**src/rtl/f_fetch_stage_pkg.sv**
```systemverilog
// Shared fetch-stage constants: reset/handler vectors, text window, exception codes.
// Imported by f_npc and f_fetch_stage.
package f_fetch_stage_pkg;

   localparam logic [31:0] PC_RESET_DEF   = 32'h0000_3000;
   localparam logic [31:0] TEXT_BASE_DEF  = 32'h0000_3000;
   localparam logic [31:0] TEXT_END_DEF   = 32'h0000_6FFC;
   localparam logic [31:0] HANDLER_PC_DEF = 32'h0000_4180;

   localparam logic [4:0] EXC_ADEL = 5'd4;
   localparam logic [4:0] EXC_RI   = 5'd10;

   typedef struct packed {
      logic [31:0] instr;
      logic [31:0] pc;
      logic        exc;
      logic [4:0]  code;
      logic        bd;
   } fd_t;

endpackage

```
**src/rtl/f_npc.sv**
```systemverilog
// Next-PC priority mux: exception > eret > stall(hold) > branch/jump > PC+4.
// In: exc_req, eret_req, stall, npc_sel, npc_target, epc, pc. Out: npc.
module f_npc
   import f_fetch_stage_pkg::*;
#(
   parameter logic [31:0] HANDLER_PC = HANDLER_PC_DEF
) (
   input  logic        exc_req,
   input  logic        eret_req,
   input  logic        stall,
   input  logic        npc_sel,
   input  logic [31:0] npc_target,
   input  logic [31:0] epc,
   input  logic [31:0] pc,
   output logic [31:0] npc
);

   always_comb begin
      npc = pc + 32'd4;
      if (exc_req)       npc = HANDLER_PC;
      else if (eret_req) npc = epc;
      else if (stall)    npc = pc;
      else if (npc_sel)  npc = npc_target;
   end

endmodule

```
**src/rtl/f_fetch_stage.sv**
```systemverilog
// Fetch stage: PC register, fetch-address AdEL check and F/D pipeline register.
// Ports: clk, reset (async low), stall, npc_sel/npc_target, d_is_bj, exc_req,
// eret_req, epc, i_addr/i_rdata (imem), D_Instr/D_PC/D_ExcGet/D_ExcCode/D_BD.
// Optional F_FETCH_COUNT_EN adds fetch_cnt: count of F/D loads of real entries.
module f_fetch_stage
   import f_fetch_stage_pkg::*;
#(
   parameter logic [31:0] PC_RESET   = PC_RESET_DEF,
   parameter logic [31:0] TEXT_BASE  = TEXT_BASE_DEF,
   parameter logic [31:0] TEXT_END   = TEXT_END_DEF,
   parameter logic [31:0] HANDLER_PC = HANDLER_PC_DEF
) (
   input  logic        clk,
   input  logic        reset,
   input  logic        stall,
   input  logic        npc_sel,
   input  logic [31:0] npc_target,
   input  logic        d_is_bj,
   input  logic        exc_req,
   input  logic        eret_req,
   input  logic [31:0] epc,
   output logic [31:0] i_addr,
   input  logic [31:0] i_rdata,
   output logic [31:0] D_Instr,
   output logic [31:0] D_PC,
   output logic        D_ExcGet,
   output logic [4:0]  D_ExcCode,
`ifdef F_FETCH_COUNT_EN
   output logic [31:0] fetch_cnt,
`endif
   output logic        D_BD
);

   logic [31:0] pc_q, pc_d;
   logic        f_exc;
   logic        flush;
   fd_t         fd_q, fd_d;

   f_npc #(
      .HANDLER_PC (HANDLER_PC)
   ) u_npc (
      .exc_req    (exc_req),
      .eret_req   (eret_req),
      .stall      (stall),
      .npc_sel    (npc_sel),
      .npc_target (npc_target),
      .epc        (epc),
      .pc         (pc_q),
      .npc        (pc_d)
   );

   assign f_exc = (pc_q[1:0] != 2'b00)
                | (pc_q < TEXT_BASE)
                | (pc_q > TEXT_END);

   // Exception/eret flush beats stall so the handler or epc starts clean.
   assign flush = exc_req | eret_req;

   always_comb begin
      fd_d = fd_q;
      if (flush) begin
         fd_d       = '0;
         fd_d.pc    = pc_d;
      end else if (!stall) begin
         fd_d.instr = f_exc ? 32'h0 : i_rdata;
         fd_d.pc    = pc_q;
         fd_d.exc   = f_exc;
         fd_d.code  = f_exc ? EXC_ADEL : 5'd0;
         fd_d.bd    = d_is_bj;
      end
   end

   always_ff @(posedge clk or negedge reset) begin
      if (!reset) begin
         pc_q    <= PC_RESET;
         fd_q    <= '0;
         fd_q.pc <= PC_RESET;
      end else begin
         pc_q    <= pc_d;
         fd_q    <= fd_d;
      end
   end

`ifdef F_FETCH_COUNT_EN
   logic [31:0] cnt_q;

   always_ff @(posedge clk or negedge reset) begin
      if (!reset)               cnt_q <= '0;
      else if (!flush && !stall) cnt_q <= cnt_q + 32'd1;
   end

   assign fetch_cnt = cnt_q;
`endif

   assign i_addr    = pc_q;
   assign D_Instr   = fd_q.instr;
   assign D_PC      = fd_q.pc;
   assign D_ExcGet  = fd_q.exc;
   assign D_ExcCode = fd_q.code;
   assign D_BD      = fd_q.bd;

endmodule

```
**config.mk**
```make
export PLATFORM = sky130hd
export DESIGN_NAME = f_fetch_stage
export DESIGN_NICKNAME = d
export VERILOG_FILES = /design/src/rtl/f_fetch_stage_pkg.sv /design/src/rtl/f_npc.sv /design/src/rtl/f_fetch_stage.sv
export SDC_FILE = /design/constraint.sdc
export NUM_CORES = 1
export LEC_CHECK = 0
export ABC_AREA = 0
export ABC_CLOCK_PERIOD_IN_PS = 5400
export BUFFER_PORTS_ARGS = -buffer_cell sky130_fd_sc_hd__buf_2
export CAP_MARGIN = 20
export CORE_MARGIN = 2
export CORE_UTILIZATION = 50
export CTS_CLUSTER_SIZE = 40
export DETAILED_ROUTE_END_ITERATION = 8
export GPL_TIMING_DRIVEN = 0
export PLACE_DENSITY_LB_ADDON = 0.3
export SLEW_MARGIN = 25
export SYNTH_ARGS = -nofsm -noshare
export SYNTH_HDL_FRONTEND = slang
export SYNTH_SLANG_ARGS = --single-unit
```
**constraint.sdc**
```tcl
create_clock -name clk -period 5.4 [get_ports clk]
set_input_delay 0.27 -clock clk [delete_from_list [all_inputs] [get_ports clk]]
set_output_delay 0.27 -clock clk [all_outputs]
set_load 0.02 [all_outputs]
```
==> results, run 1 <==
- The count of endpoints failing hold in the final timing report was 0.
- The flow ran to the end, and the final reports show no timing, DRC or antenna violations.
- Setup violations remaining at the end of the flow were counted as 0.
- The H-tree generated during clock tree synthesis spans 3 levels.
- The cell depth of the worst min-delay path is 2.
- Counting cells, the worst reg-to-reg path comes to 7.
- Overall power consumption after layout is estimated at 1.64 mW.
- The busiest layer in global routing is met2.
- The length of the first detailed-routing pass in iterations is 6.
- In this run the core area contains 37 standard-cell rows.
- For this configuration, the core starts out at a cell density of 0.514.
- For the worst-skew pair, the clock arrives at the later sink with an insertion delay of ~380 ps.
- The core region is just over 0.01 sq mm.
- For the final routed database, the setup TNS stands at 0 ps.
- The setup path with the least slack is of type flip-flop to flip-flop.
- Walking the worst path, the cells encountered are ha_1 > and3_1 > clkbuf_2 > nand3_2 > nor3_4 > a311oi_1 > a2111oi_2.
- The starting DRC count in detailed routing is approximately 470.
- At the pin with the least slew margin, the transition time is 917 ps.
- The die outline width is between 100 and 150 um.
- The per-cell via count in the routed design is ~6.
- After clock tree synthesis, the clock-pin slew on the worst setup and hold paths is about 110 ps.
- The remaining max-slew budget at the tightest pin is 0.384.
- In the final layout, the share of cells above drive strength 1 is 0.338.
- In this run, CTS created clock tree buffers numbering 9.
- The worst-case IR drop observed on VDD is 0.139 mV.
- The cell area after technology mapping is between 0.005 and 0.006 sq mm.
- Each instance of the synthesized netlist takes up on average between 9 and 10 sq um.
- The total die area is around 0.011 sq mm.
- The cell with the biggest individual delay on the critical path is sky130_fd_sc_hd__dfrtp_1.
- The cts-stage hold buffer count is 1.
- The routed layout has between 5k and 6k vias.
- Among all flip-flop cells after synthesis, the most frequent one is sky130_fd_sc_hd__dfrtp_1.
- The path with the worst hold slack has its endpoint at D_Instr[24].
- In this run the worst setup path begins at i_addr[3].
- Across the routed clock network, the largest skew measured is roughly 16 ps.
- In the final routed layout, each cell accounts on average for ~19 um.
- The final estimated routing congestion in global placement is approximately 0.94.
- The cell sitting at the root of the clock tree is a sky130_fd_sc_hd__clkbuf_8.
- The startpoint identified for the worst hold timing path is i_rdata[24].
- The synthesized netlist contains 59 unique library cells.
- The first global-routing pass estimated 27,200 um of wire.
- The kind of cell with the highest combined delay on the critical path is simple AND/OR/NAND/NOR gates.
- Post-CTS repair changed the size of 0 cells.
- The data required time of the critical path is roughly 5700 ps.
- The clock period could shrink to between 2000 and 2500 ps.
- The critical path crosses 7 cells after its start point.
- The maximum fanout along the worst path is 7.
- The clock drives a little under 100 sinks.
- The stage delay of the slowest cell on the critical path is 520 ps.
- In this run the worst hold path is classified as input pin to flip-flop.
- The boundary pin count is approximately 200.
- The number of pins exceeding their max-slew limit in the final report is 0.
- The area added between synthesis and finish is 26.9%.
- The reg-to-reg critical path endpoint is i_addr[28].
- The share of synthesized flip-flops with an asynchronous set or reset is 1.00.
- The critical path buffer and inverter count is 1.
- The number of warnings reported in the yosys synthesis log is 0.
- The height of the chip is 107 um.
- The worst endpoint data arrival time is around 2500 ps.
- The slack of the worst reg-to-reg path is around 3100 ps.
- In this run the power density over the cells is around 240 mW/mm^2.
- The worst setup path is captured at a flip-flop.
- Across every metal layer, demand over resource in global routing totals 0.308.
- The startpoint type of the worst setup path is a flip-flop.
- Across the run, the number of max-cap violations was 0.
- The maximum count of clock buffers along a single path is 2.
- The post-synthesis instance total is between 500 and 600.
- The fraction of met2 tracks used by global routing is 0.504.
- The number of antenna violations at the first check in global routing was 2.
- The met3 demand-to-capacity share in global routing is 0.0717.
- The synthesized design contains a little under 100 register bits.
- Counting flops with a built-in enable in the synthesized netlist gives 0.
- The half-perimeter wire length of the detailed placement result is about 13,000 um.
- For this run, global-route usage on met1 was measured as 0.390.
- After detailed routing, the number of remaining DRC violations is 0.
- Summed over all layers, the global routing overflow is 0.
- After the last flow step, the layout net total stands at just under 900.
- The total wire length after detailed routing is 17,800 um.
- The number of buffers added on ports is 200.
- The portion of the post-synthesis area used by sequential elements is 0.463.
- The post-route fraction of the period consumed by the critical path is 0.418.
- The worst register-to-register path begins at i_addr[3].
- Timing would allow up to about 440 MHz.
- The post-CTS setup buffer count is 0.
- The maximum number of pins on one net before global-route repair is 56.
- The leakage power of the design is 3.38 nW.
- Setup repair after global routing left no endpoint under its margin.
- In this run the remaining antenna-violating nets after routing total 0.
- TritonCTS built the clock tree.
- The number of global-route vias before repair is ~5.2k.
==> flip-flops by register name (all words and copies together) (netlist names) <==
signal and flops:
i_addr 32, D_BD 1, D_PC 32, D_Instr 32
D_ExcCode 1
==> worst max-delay path by stage <==
| stage | end | slack (ps) |
|---|---|---|
| after floorplan | i_addr[28] | 3450 |
| after detailed placement | D_Instr[8] | 3200 |
| after CTS | i_addr[30] | 3210 |
| after global routing | D_Instr[19] | 2970 |
| final | i_addr[28] | 3140 |
| after global placement | D_Instr[12] | 3060 |
==> per-stage QoR <==
step	util	hold WS [ps]	std cells	setup WS, ps	cell area [sq um]
after floorplan	-	-25.6	566	3450	5320
after global placement	0.629	484	902	3060	6490
after detailed placement	0.632	214	903	3200	6520
after CTS	0.652	104	920	3210	6730
after global routing	0.652	103	920	2970	6730
final	0.652	97.3	921	3140	6740
==> placed cells by master, fill, tap and decap left out, drive strengths merged, types with 2 or more instances in the layout <==
cell      count
a211oi       10
a21o          5
a21oi        54
a221oi        5
a22o         32
a311oi        3
a31oi         3
and2          3
and3          8
and4          7
buf         226
clkbuf       41
clkinvlp      2
conb          4
dfrtp        94
dfstp         4
inv          22
mux2         12
mux2i        23
nand2        27
nand2b        6
nand3        11
nor2         58
nor2b         7
nor3         22
nor4         18
nor4b         2
o21a         14
o21ai        19
o22ai        15
o31a          4
o31ai         2
o41ai         3
xor2          2
==> report_power, final <==
part / switching [mW] / internal [mW] / total, mW
clock: 0.279 / 0.220 / 0.499
combinational: 0.204 / 0.125 / 0.329
sequential: 0.0404 / 0.768 / 0.808
==> logic make-up (layout without fill, tap and decap cells) <==
family | after synthesis | count (layout) | synth area share
XOR/XNOR | 2 | 2 | 0.00330
multiplexers | 35 | 35 | 0.0688
other | 1 | 5 | 0.000707
buffers and inverters | 75 | 293 | 0.0601
AO/OA/AOI/OAI | 175 | 175 | 0.223
AND/OR/NAND/NOR | 176 | 176 | 0.178
adder cells (fa/ha/maj) | 1 | 1 | 0.00236
flip-flops | 98 | 98 | 0.463
==> metal layers <==
metal / up-vias / share of wire
met5: - / 0.0019
met4: 3 / 0.034
met3: 54 / 0.11
met2: 371 / 0.47
met1: 2561 / 0.39
li1: 2484 / -
==> synth_stat cells, types with 4 or more instances <==
| cell | count | area share |
|---|---|---|
| sky130_fd_sc_hd__nor4_1 | 15 | 0.018 |
| sky130_fd_sc_hd__o22ai_1 | 15 | 0.018 |
| sky130_fd_sc_hd__mux2_2 | 12 | 0.025 |
| sky130_fd_sc_hd__inv_1 | 18 | 0.013 |
| sky130_fd_sc_hd__a211oi_1 | 9 | 0.013 |
| sky130_fd_sc_hd__dfstp_2 | 4 | 0.020 |
| sky130_fd_sc_hd__o21a_1 | 14 | 0.020 |
| sky130_fd_sc_hd__nor2b_1 | 7 | 0.0083 |
| sky130_fd_sc_hd__a221oi_1 | 5 | 0.0083 |
| sky130_fd_sc_hd__nand2_1 | 25 | 0.018 |
| sky130_fd_sc_hd__a22o_1 | 32 | 0.053 |
| sky130_fd_sc_hd__buf_1 | 8 | 0.0057 |
| sky130_fd_sc_hd__o31a_1 | 4 | 0.0066 |
| sky130_fd_sc_hd__mux2i_1 | 23 | 0.043 |
| sky130_fd_sc_hd__a21o_1 | 5 | 0.0071 |
| sky130_fd_sc_hd__nor3_1 | 20 | 0.019 |
| sky130_fd_sc_hd__buf_4 | 6 | 0.0085 |
| sky130_fd_sc_hd__a21oi_1 | 54 | 0.051 |
| sky130_fd_sc_hd__o21ai_0 | 19 | 0.018 |
| sky130_fd_sc_hd__nor2_1 | 58 | 0.041 |
| sky130_fd_sc_hd__buf_2 | 11 | 0.010 |
| sky130_fd_sc_hd__dfrtp_1 | 94 | 0.44 |
| sky130_fd_sc_hd__clkbuf_1 | 30 | 0.021 |
| sky130_fd_sc_hd__and3_1 | 8 | 0.0094 |
| sky130_fd_sc_hd__nand2b_1 | 6 | 0.0071 |
| sky130_fd_sc_hd__and4_1 | 7 | 0.012 |
| sky130_fd_sc_hd__nand3_1 | 9 | 0.0085 |
==> layout make-up <==
type	instances	area [sq um]
tap	136	170
multi-input combinational	393	2540
fill	885	3590
inverter	19	71.3
clock inverter	6	71.3
timing repair buffer	202	1040
clock buffer	10	128
antenna	1	2.50
sequential	98	2460
buffer	56	248
Note: power is estimated with default switching activity, not from simulation.
==> inputs of run 2 (changes only) <==
- ABC_CLOCK_PERIOD_IN_PS: 5400 -> 2200
- CORE_UTILIZATION: 50 -> 49
- clock period: 5.4 -> 2.2 ns (I/O delays scaled with it)
==> results, run 2 (synthesis results as in run 1) <==
- The maximum count of clock buffers along a single path came to 2 (unchanged).
- The number of fill cells in the layout is 827 (-6.6%).
- The half-perimeter wire length of the detailed placement result is 13,300 um (+2.1%).
- The length of the first detailed-routing pass in iterations is 7 (+1).
- The maximum clock skew at final layout is 7.04 ps (-8.75 ps).
- The transition time of the tightest slew-check pin was 841 ps (-76.6 ps).
- The effective utilization at floorplan is 0.510 (-0.00457).
- The peak clock frequency supported by timing was 473 MHz (+6.7%).
- The post-route fraction of the period consumed by the critical path is 0.961 (+0.543).
- The power density over cell area was 574 mW/mm^2 (+140%).
- The number of H-tree branching levels is 3 (unchanged).
- The total track usage is 0.332 (+0.0245).
- The TritonCTS clock tree is yes.
- The remaining max-slew budget at the tightest pin is 0.440 (+0.0558).
- The maximum number of pins on one net before global-route repair is 78 (+39%).
- The final estimated routing congestion in global placement came to 0.929 (-1.6%).
- The clock share of power came to 0.308 (+0.003).
- The number of setup violations in the final report is 0 (unchanged).
- The switching power of the nets came to 1.33 mW (+150%).
- The area of the multi-input gates is 0.00256 sq mm (+0.74%).
- The flow ran to the end, and the final reports show no timing, DRC or antenna violations.
- The internal cell power is 2.82 mW (+150%).
- The height of the chip was 108 um (+0.98%).
- Setup repair after global routing could not meet its margin everywhere.
- The type of the worst setup path is flip-flop to flip-flop.
- STA classifies the critical path endpoint as a flip-flop.
- The per-cell via count in the routed design came to 6.05 (+1.8%).
- The global-route wire length before repair is 29,500 um (+8.3%).
- The total number of vias is 5,845 (+6.8%).
- The worst hold path class is input pin to flip-flop.
- The wire length per cell was 20.1 um (+4.5%).
- The number of CTS-inserted buffers is 9 (unchanged).
- The cell depth of the worst min-delay path is 3 (+1).
- The data required time of the critical path is 2480 ps (-3180 ps).
- The power share of the sequential group is 0.480 (-0.014).
- The maximum fanout along the worst path is 8 (+1).
- The time the worst path needs with I/O delays and setup is 2110 ps (-142 ps).
- The count of clock tree sinks was 98 (unchanged).
- The number of buffers added on ports is 200 (unchanged).
- The antenna cell count is 0 (-1).
- The total wire length after detailed routing is 19,500 um (+9.6%).
- The tree is rooted in a sky130_fd_sc_hd__clkbuf_8.
- The number of antenna violations at the first check in global routing is 0 (-2).
- The clock transition at the registers of the reported paths is 100 ps (about the same).
- The starting DRC count in detailed routing is 547 (+15%).
- The antenna violation net count after detailed routing is 0 (unchanged).
- The number of global-route vias before repair was 5,653 (+8.2%).
- The combinational share of power is 0.213 (+0.012).
- The depth of the worst register-to-register path is 7 (unchanged).
- The overall power after layout came to 4.14 mW (+150%).
- The standard cell core area is 0.0104 sq mm (+0.90%).
- The switching part of the total is 0.321 (+0.000862).
- The boundary pin count is 206 (unchanged).
- The clock insertion delay at the later pin of the skew report is 380 ps (about the same).
- Leaving out fill and tap cells, the most frequent cells in the layout are 210 x sky130_fd_sc_hd__buf_2, 92 x sky130_fd_sc_hd__dfrtp_1, 58 x sky130_fd_sc_hd__nor2_1, 54 x sky130_fd_sc_hd__a21oi_1, 45 x sky130_fd_sc_hd__dlygate4sd3_1.
- The total of max-cap violations came to 0 (unchanged).
- The DRC violations left is 0 (unchanged).
- The footprint of the flip-flops and latches was 0.00246 sq mm (+0.10%).
- The fraction of final layout cells with drive strength greater than 1 is 0.328 (-0.0103).
- The net count reported at finish is 929 (+5.2%).
- The total die area is 0.0117 sq mm (+2.0%).
- The leakage power of the design is 3.58 nW (+6.0%).
- STA classifies the critical path startpoint as a flip-flop.
- The number of standard-cell rows in the floorplan came to 37 (unchanged).
- The area added between synthesis and finish is 36.1%.
- The number of pins exceeding their max-slew limit in the final report came to 0 (unchanged).
- The largest voltage drop on the vdd net is 0.371 mV (+170%).
- The total congestion overflow after global routing was 0 (unchanged).
- The final core area utilization is 0.693 (+0.0409).
- The worst endpoint data arrival time is 2400 ps (-120 ps).
- The count of endpoints failing hold in the final timing report is 0 (unchanged).
- The library cell used most frequently in the layout, excluding fill and tap cells, is sky130_fd_sc_hd__buf_2.
- The die outline width is 108 um (+0.98%).
## run 2: final timing paths
check / from / slack, ps / end
max reg2reg: i_addr[2] / 90 / i_addr[18]
min: epc[25] / 10 / D_PC[25]
max: i_addr[2] / 90 / i_addr[18]
min in group asynchronous: reset / 130 / i_addr[10]
min reg2reg: D_Instr[2] / 510 / D_Instr[2]
max in group asynchronous: reset / 1430 / i_addr[3]
## run 2: layout make-up
type                            instances  share of cell area
Clock inverter                          6              0.0102
Sequential cell                        98               0.341
Timing Repair Buffer                  248               0.208
Buffer                                 56              0.0343
Inverter                               19             0.00988
Clock buffer                           10              0.0191
Multi-Input combinational cell        393               0.355
Tap cell                              136              0.0236
## run 2: timing repair
| action | CTS | global route |
|---|---|---|
| gates resized for setup | 0 | 5 |
| hold buffers | 45 | 0 |
| buffers inserted | 0 | 2 |
| endpoints found under the setup margin | 0 | 35 |
| hold endpoints to repair | 141 | 0 |
## run 2: layer usage
layer	part of all wire	GRT usage
met1	0.37	0.430
met2	0.46	0.524
met3	0.12	0.0759
met4	0.042	0.168
met5	0	0
## run 2: worst max-delay path, cell delays in order (launching register included)
cell	delay (ps)
sky130_fd_sc_hd__dfrtp_2	450
sky130_fd_sc_hd__ha_1	230
sky130_fd_sc_hd__and3_1	170
sky130_fd_sc_hd__clkbuf_2	220
sky130_fd_sc_hd__nand2_1	240
sky130_fd_sc_hd__nor3_1	350
sky130_fd_sc_hd__nor3_1	80
sky130_fd_sc_hd__nor4_1	280
## run 2: power groups by stage
stage	Combinational (mW)	Clock (mW)	Sequential [mW]
after floorplan	0.354	0	2.09
after global placement	0.775	0	2.01
after detailed placement	0.797	0	2.02
after CTS	0.860	1.28	1.98
after global routing	0.944	1.34	2.00
final	0.882	1.27	1.99
## run 2: metrics by stage
stage / instances / instance area [sq um] / setup TNS [ps] / hold slack [ps] / setup slack, ps
5_1_grt: 966 / 7220 / -157 / 15.3 / -124
3_5_place_dp: 903 / 6520 / 0 / -28.1 / 60.2
3_3_place_gp: 902 / 6490 / 0 / 326 / 17.0
2_1_floorplan: 566 / 5320 / 0 / -186 / 245
4_1_cts: 964 / 7190 / 0 / 4.48 / 50.3
6_report: 966 / 7220 / 0 / 11.6 / 85.4
==> inputs of run 3 (changes only) <==
- ABC_AREA: 0 -> 1
- CORE_UTILIZATION: 49 -> 50
==> results, run 3 <==
- The final core area utilization is 0.681 (-0.0125).
- The antenna violation net count after detailed routing came to 0 (unchanged).
- The leakage power of the design was 3.67 nW (+2.5%).
- Yosys instantiated no cell more often than sky130_fd_sc_hd__nand2_1.
- The number of antenna violations at the first check in global routing is 0 (unchanged).
- The maximum clock skew at final layout came to 23.4 ps (+16.3 ps).
- The fraction of final layout cells with drive strength greater than 1 came to 0.272 (-0.0560).
- The power density over cell area came to 563 mW/mm^2 (-1.8%).
- The number of warnings reported in the yosys synthesis log came to 0 (unchanged).
- The number of H-tree branching levels was 3 (unchanged).
- The worst setup path is of the flip-flop to flip-flop kind.
- The height of the chip came to 109 um (+1.0%).
- In the layout the commonest cells are 219 x sky130_fd_sc_hd__buf_2, 204 x sky130_fd_sc_hd__nand2_1, 94 x sky130_fd_sc_hd__dfrtp_1, 73 x sky130_fd_sc_hd__nor2_1, 58 x sky130_fd_sc_hd__inv_1.
- Setup repair after global routing left no endpoint under its margin.
- The DRC violations left is 0 (unchanged).
- Walking the worst path, the cells encountered are nor4_1 > nand3_1 > clkbuf_1 > o31ai_1.
- From synthesis to final layout, the design area changed by 33.4%.
- The per-instance average area after synthesis is 7.49 sq um (-21%).
- The total number of vias is 6,442 (+10%).
- The net count reported at finish came to 1,100 (+18%).
- CTS placed an instance of sky130_fd_sc_hd__clkbuf_8 at the clock tree root.
- The final worst slack is 130 ps (+45.0 ps).
- The maximum fanout along the worst path is 10 (+2).
- The post-CTS setup buffer count was 0 (unchanged).
- The starting DRC count in detailed routing was 793 (+45%).
- The maximum number of pins on one net before global-route repair came to 72 (-7.7%).
- The number of buffers added on ports is 200 (unchanged).
- The total congestion overflow after global routing came to 0 (unchanged).
- The cell area after technology mapping was 0.00553 sq mm (+4.2%).
- The clock transition at the registers of the reported paths is 130 ps (+30 ps).
- The critical path buffer and inverter count came to 1 (unchanged).
- STA classifies the critical path endpoint as a flip-flop.
- The number of global-route vias before repair is 6,169 (+9.1%).
- Ranked by total cell area, the synthesized netlist is headed by sky130_fd_sc_hd__dfrtp_1 43%, sky130_fd_sc_hd__nand2_1 14%, sky130_fd_sc_hd__nor2_1 5.0%, sky130_fd_sc_hd__o31ai_1 4.3%, sky130_fd_sc_hd__o21ai_0 4.3%.
- The top cell type's share of synthesized area is 0.425 (-0.0179).
- The worst hold path class is input pin to flip-flop.
- The count of endpoints failing hold in the final timing report is 0 (unchanged).
- The total track usage was 0.335 (+0.00285).
- The wire length per cell is 17.3 um (-14%).
- The post-synthesis instance total is 739 (+31%).
- Ranked by instance count, the synthesized netlist is headed by 204 x sky130_fd_sc_hd__nand2_1, 94 x sky130_fd_sc_hd__dfrtp_1, 73 x sky130_fd_sc_hd__nor2_1, 58 x sky130_fd_sc_hd__inv_1, 47 x sky130_fd_sc_hd__o21ai_0.
- The effective utilization at floorplan is 0.510 (+0.000723).
- The number of flops mapped to enable cells by yosys is 0 (unchanged).
- The antenna cell count was 0 (unchanged).
- The number of pins exceeding their max-slew limit in the final report is 0 (unchanged).
- The predominant post-synthesis flop cell is sky130_fd_sc_hd__dfrtp_1.
- The register bit total from synthesis is 98 (unchanged).
- The remaining max-slew budget at the tightest pin is 0.568 (+0.128).
- The global-route wire length before repair was 30,600 um (+3.6%).
- The kind of cell with the highest combined delay on the critical path is simple AND/OR/NAND/NOR gates.
- The data required time of the critical path came to 2490 ps (about the same).
- The portion of the post-synthesis area used by sequential elements is 0.444 (-0.0187).
- The die outline width is 109 um (+1.0%).
- The number of CTS-inserted buffers was 9 (unchanged).
- The share of synthesized flip-flops with an asynchronous set or reset is 1.00 (unchanged).
- The standard cell core area is 0.0108 sq mm (+4.1%).
- The half-perimeter wire length of the detailed placement result is 14,000 um (+5.2%).
- The post-route fraction of the period consumed by the critical path came to 0.941 (-0.0205).
- TritonCTS built the clock tree.
- The number of standard-cell rows in the floorplan came to 38 (+2.7%).
- The library cell occupying the most area in the post-synthesis netlist is sky130_fd_sc_hd__dfrtp_1.
- The count of clock tree sinks came to 98 (unchanged).
- The peak clock frequency supported by timing is 483 MHz (+2.2%).
- The stage delay of the slowest cell on the critical path is 480 ps (+30 ps).
- The total die area is 0.0119 sq mm (+2.1%).
- The overall power after layout is 4.16 mW (+0.33%).
- The maximum count of clock buffers along a single path is 2 (unchanged).
- The worst endpoint data arrival time is 2360 ps (-40 ps).
- The time the worst path needs with I/O delays and setup is 2070 ps (-45.0 ps).
- The final estimated routing congestion in global placement came to 0.974 (+4.8%).
- For this design, the slowest cell found on the critical path is sky130_fd_sc_hd__dfrtp_1.
- The total of max-cap violations is 0 (unchanged).
- The run finished with clean final reports.
- The largest voltage drop on the vdd net is 0.371 mV (about the same).
- The boundary pin count is 206 (unchanged).
- The worst slack at placement is 298 ps (+238 ps).
- The number of distinct library cells after synthesis is 39 (-34%).
- The length of the first detailed-routing pass in iterations was 6 (-1).
- The per-cell via count in the routed design is 5.65 (-6.7%).
- The leading cell type in the layout, fill and taps excluded is sky130_fd_sc_hd__buf_2.
- The worst setup path is launched from a flip-flop.
- The number of setup violations in the final report came to 0 (unchanged).
- The total wire length after detailed routing is 19,700 um (+1.3%).
- The clock insertion delay at the later pin of the skew report came to 400 ps (+20 ps).
- The transition time of the tightest slew-check pin came to 648 ps (-192 ps).
run 3: cell count changes after synthesis, sizes merged, moves of 20 or more:
cell	previous run	this run
nand2	27	205
o21ai	19	73
inv	19	66
a22o	32	1
o31ai	2	32
nor2	58	85
mux2i	23	0
o221ai	0	22
nor3	22	2
run 3: timing repair:
item | CTS | global route
hold buffers | 39 | 3
hold endpoints to repair | 135 | 3
gates resized for setup | 0 | 0
run 3: power by group:
group	internal (mW)	switching, mW	leakage, nW	total, mW
sequential	1.90	0.104	1.27	2.00
clock	0.455	0.771	0.103	1.23
combinational	0.340	0.590	2.30	0.929
run 3: cell type report:
type	instances	area (sq um)
Multi-Input combinational cell	531	2610
Clock inverter	7	83.8
Sequential cell	98	2460
Fill cell	958	3460
Timing Repair Buffer	243	1460
Tap cell	140	175
Clock buffer	9	124
Buffer	46	228
Inverter	67	251
run 3: worst paths after layout:
path                            cells past startpoint  slack [ps]          end        from
worst max-delay path                                4         130  D_Instr[15]  i_addr[17]
worst min-delay path                                3           3    i_addr[4]      epc[4]
max in group asynchronous                           3        1340   i_addr[13]       reset
worst max register to register                      4         130  D_Instr[15]  i_addr[17]
worst min register to register                      2         490      D_PC[9]     D_PC[9]
min in group asynchronous                           2         150  D_Instr[10]       reset
run 3: metrics by stage:
stage / std cells / hold slack, ps / setup TNS [ps] / cell area, sq um
3_5_place_dp: 1083 / -2.02 / 0 / 6750
5_1_grt: 1141 / 3.87 / 0 / 7380
6_report: 1141 / 2.51 / 0 / 7380
4_1_cts: 1138 / 2.56 / 0 / 7350
2_1_floorplan: 742 / -186 / 0 / 5540
3_3_place_gp: 1082 / 337 / -882 / 6720
run 3: worst register-to-register path, stage by stage, from the launching register on:
cell and delay, ps:
sky130_fd_sc_hd__dfrtp_1 480, sky130_fd_sc_hd__nor4_1 480, sky130_fd_sc_hd__nand3_1 350, sky130_fd_sc_hd__clkbuf_1 330
sky130_fd_sc_hd__o31ai_1 340
run 3: per-layer routing:
metal  GRT usage  vias up  share of wire
met3      0.0628       62          0.095
met4       0.128        0          0.039
met1       0.438     3001           0.41
met2       0.553      377           0.46
li1            -     3002              -
met5           0        -              0
run 3: cell families after synthesis:
logic type      share of synthesized area
compound gates                      0.219
buf+inv                            0.0866
other cells                      0.000678
xor+xnor                          0.00158
fa+ha+maj                         0.00226
flops                               0.444
simple gates                        0.245
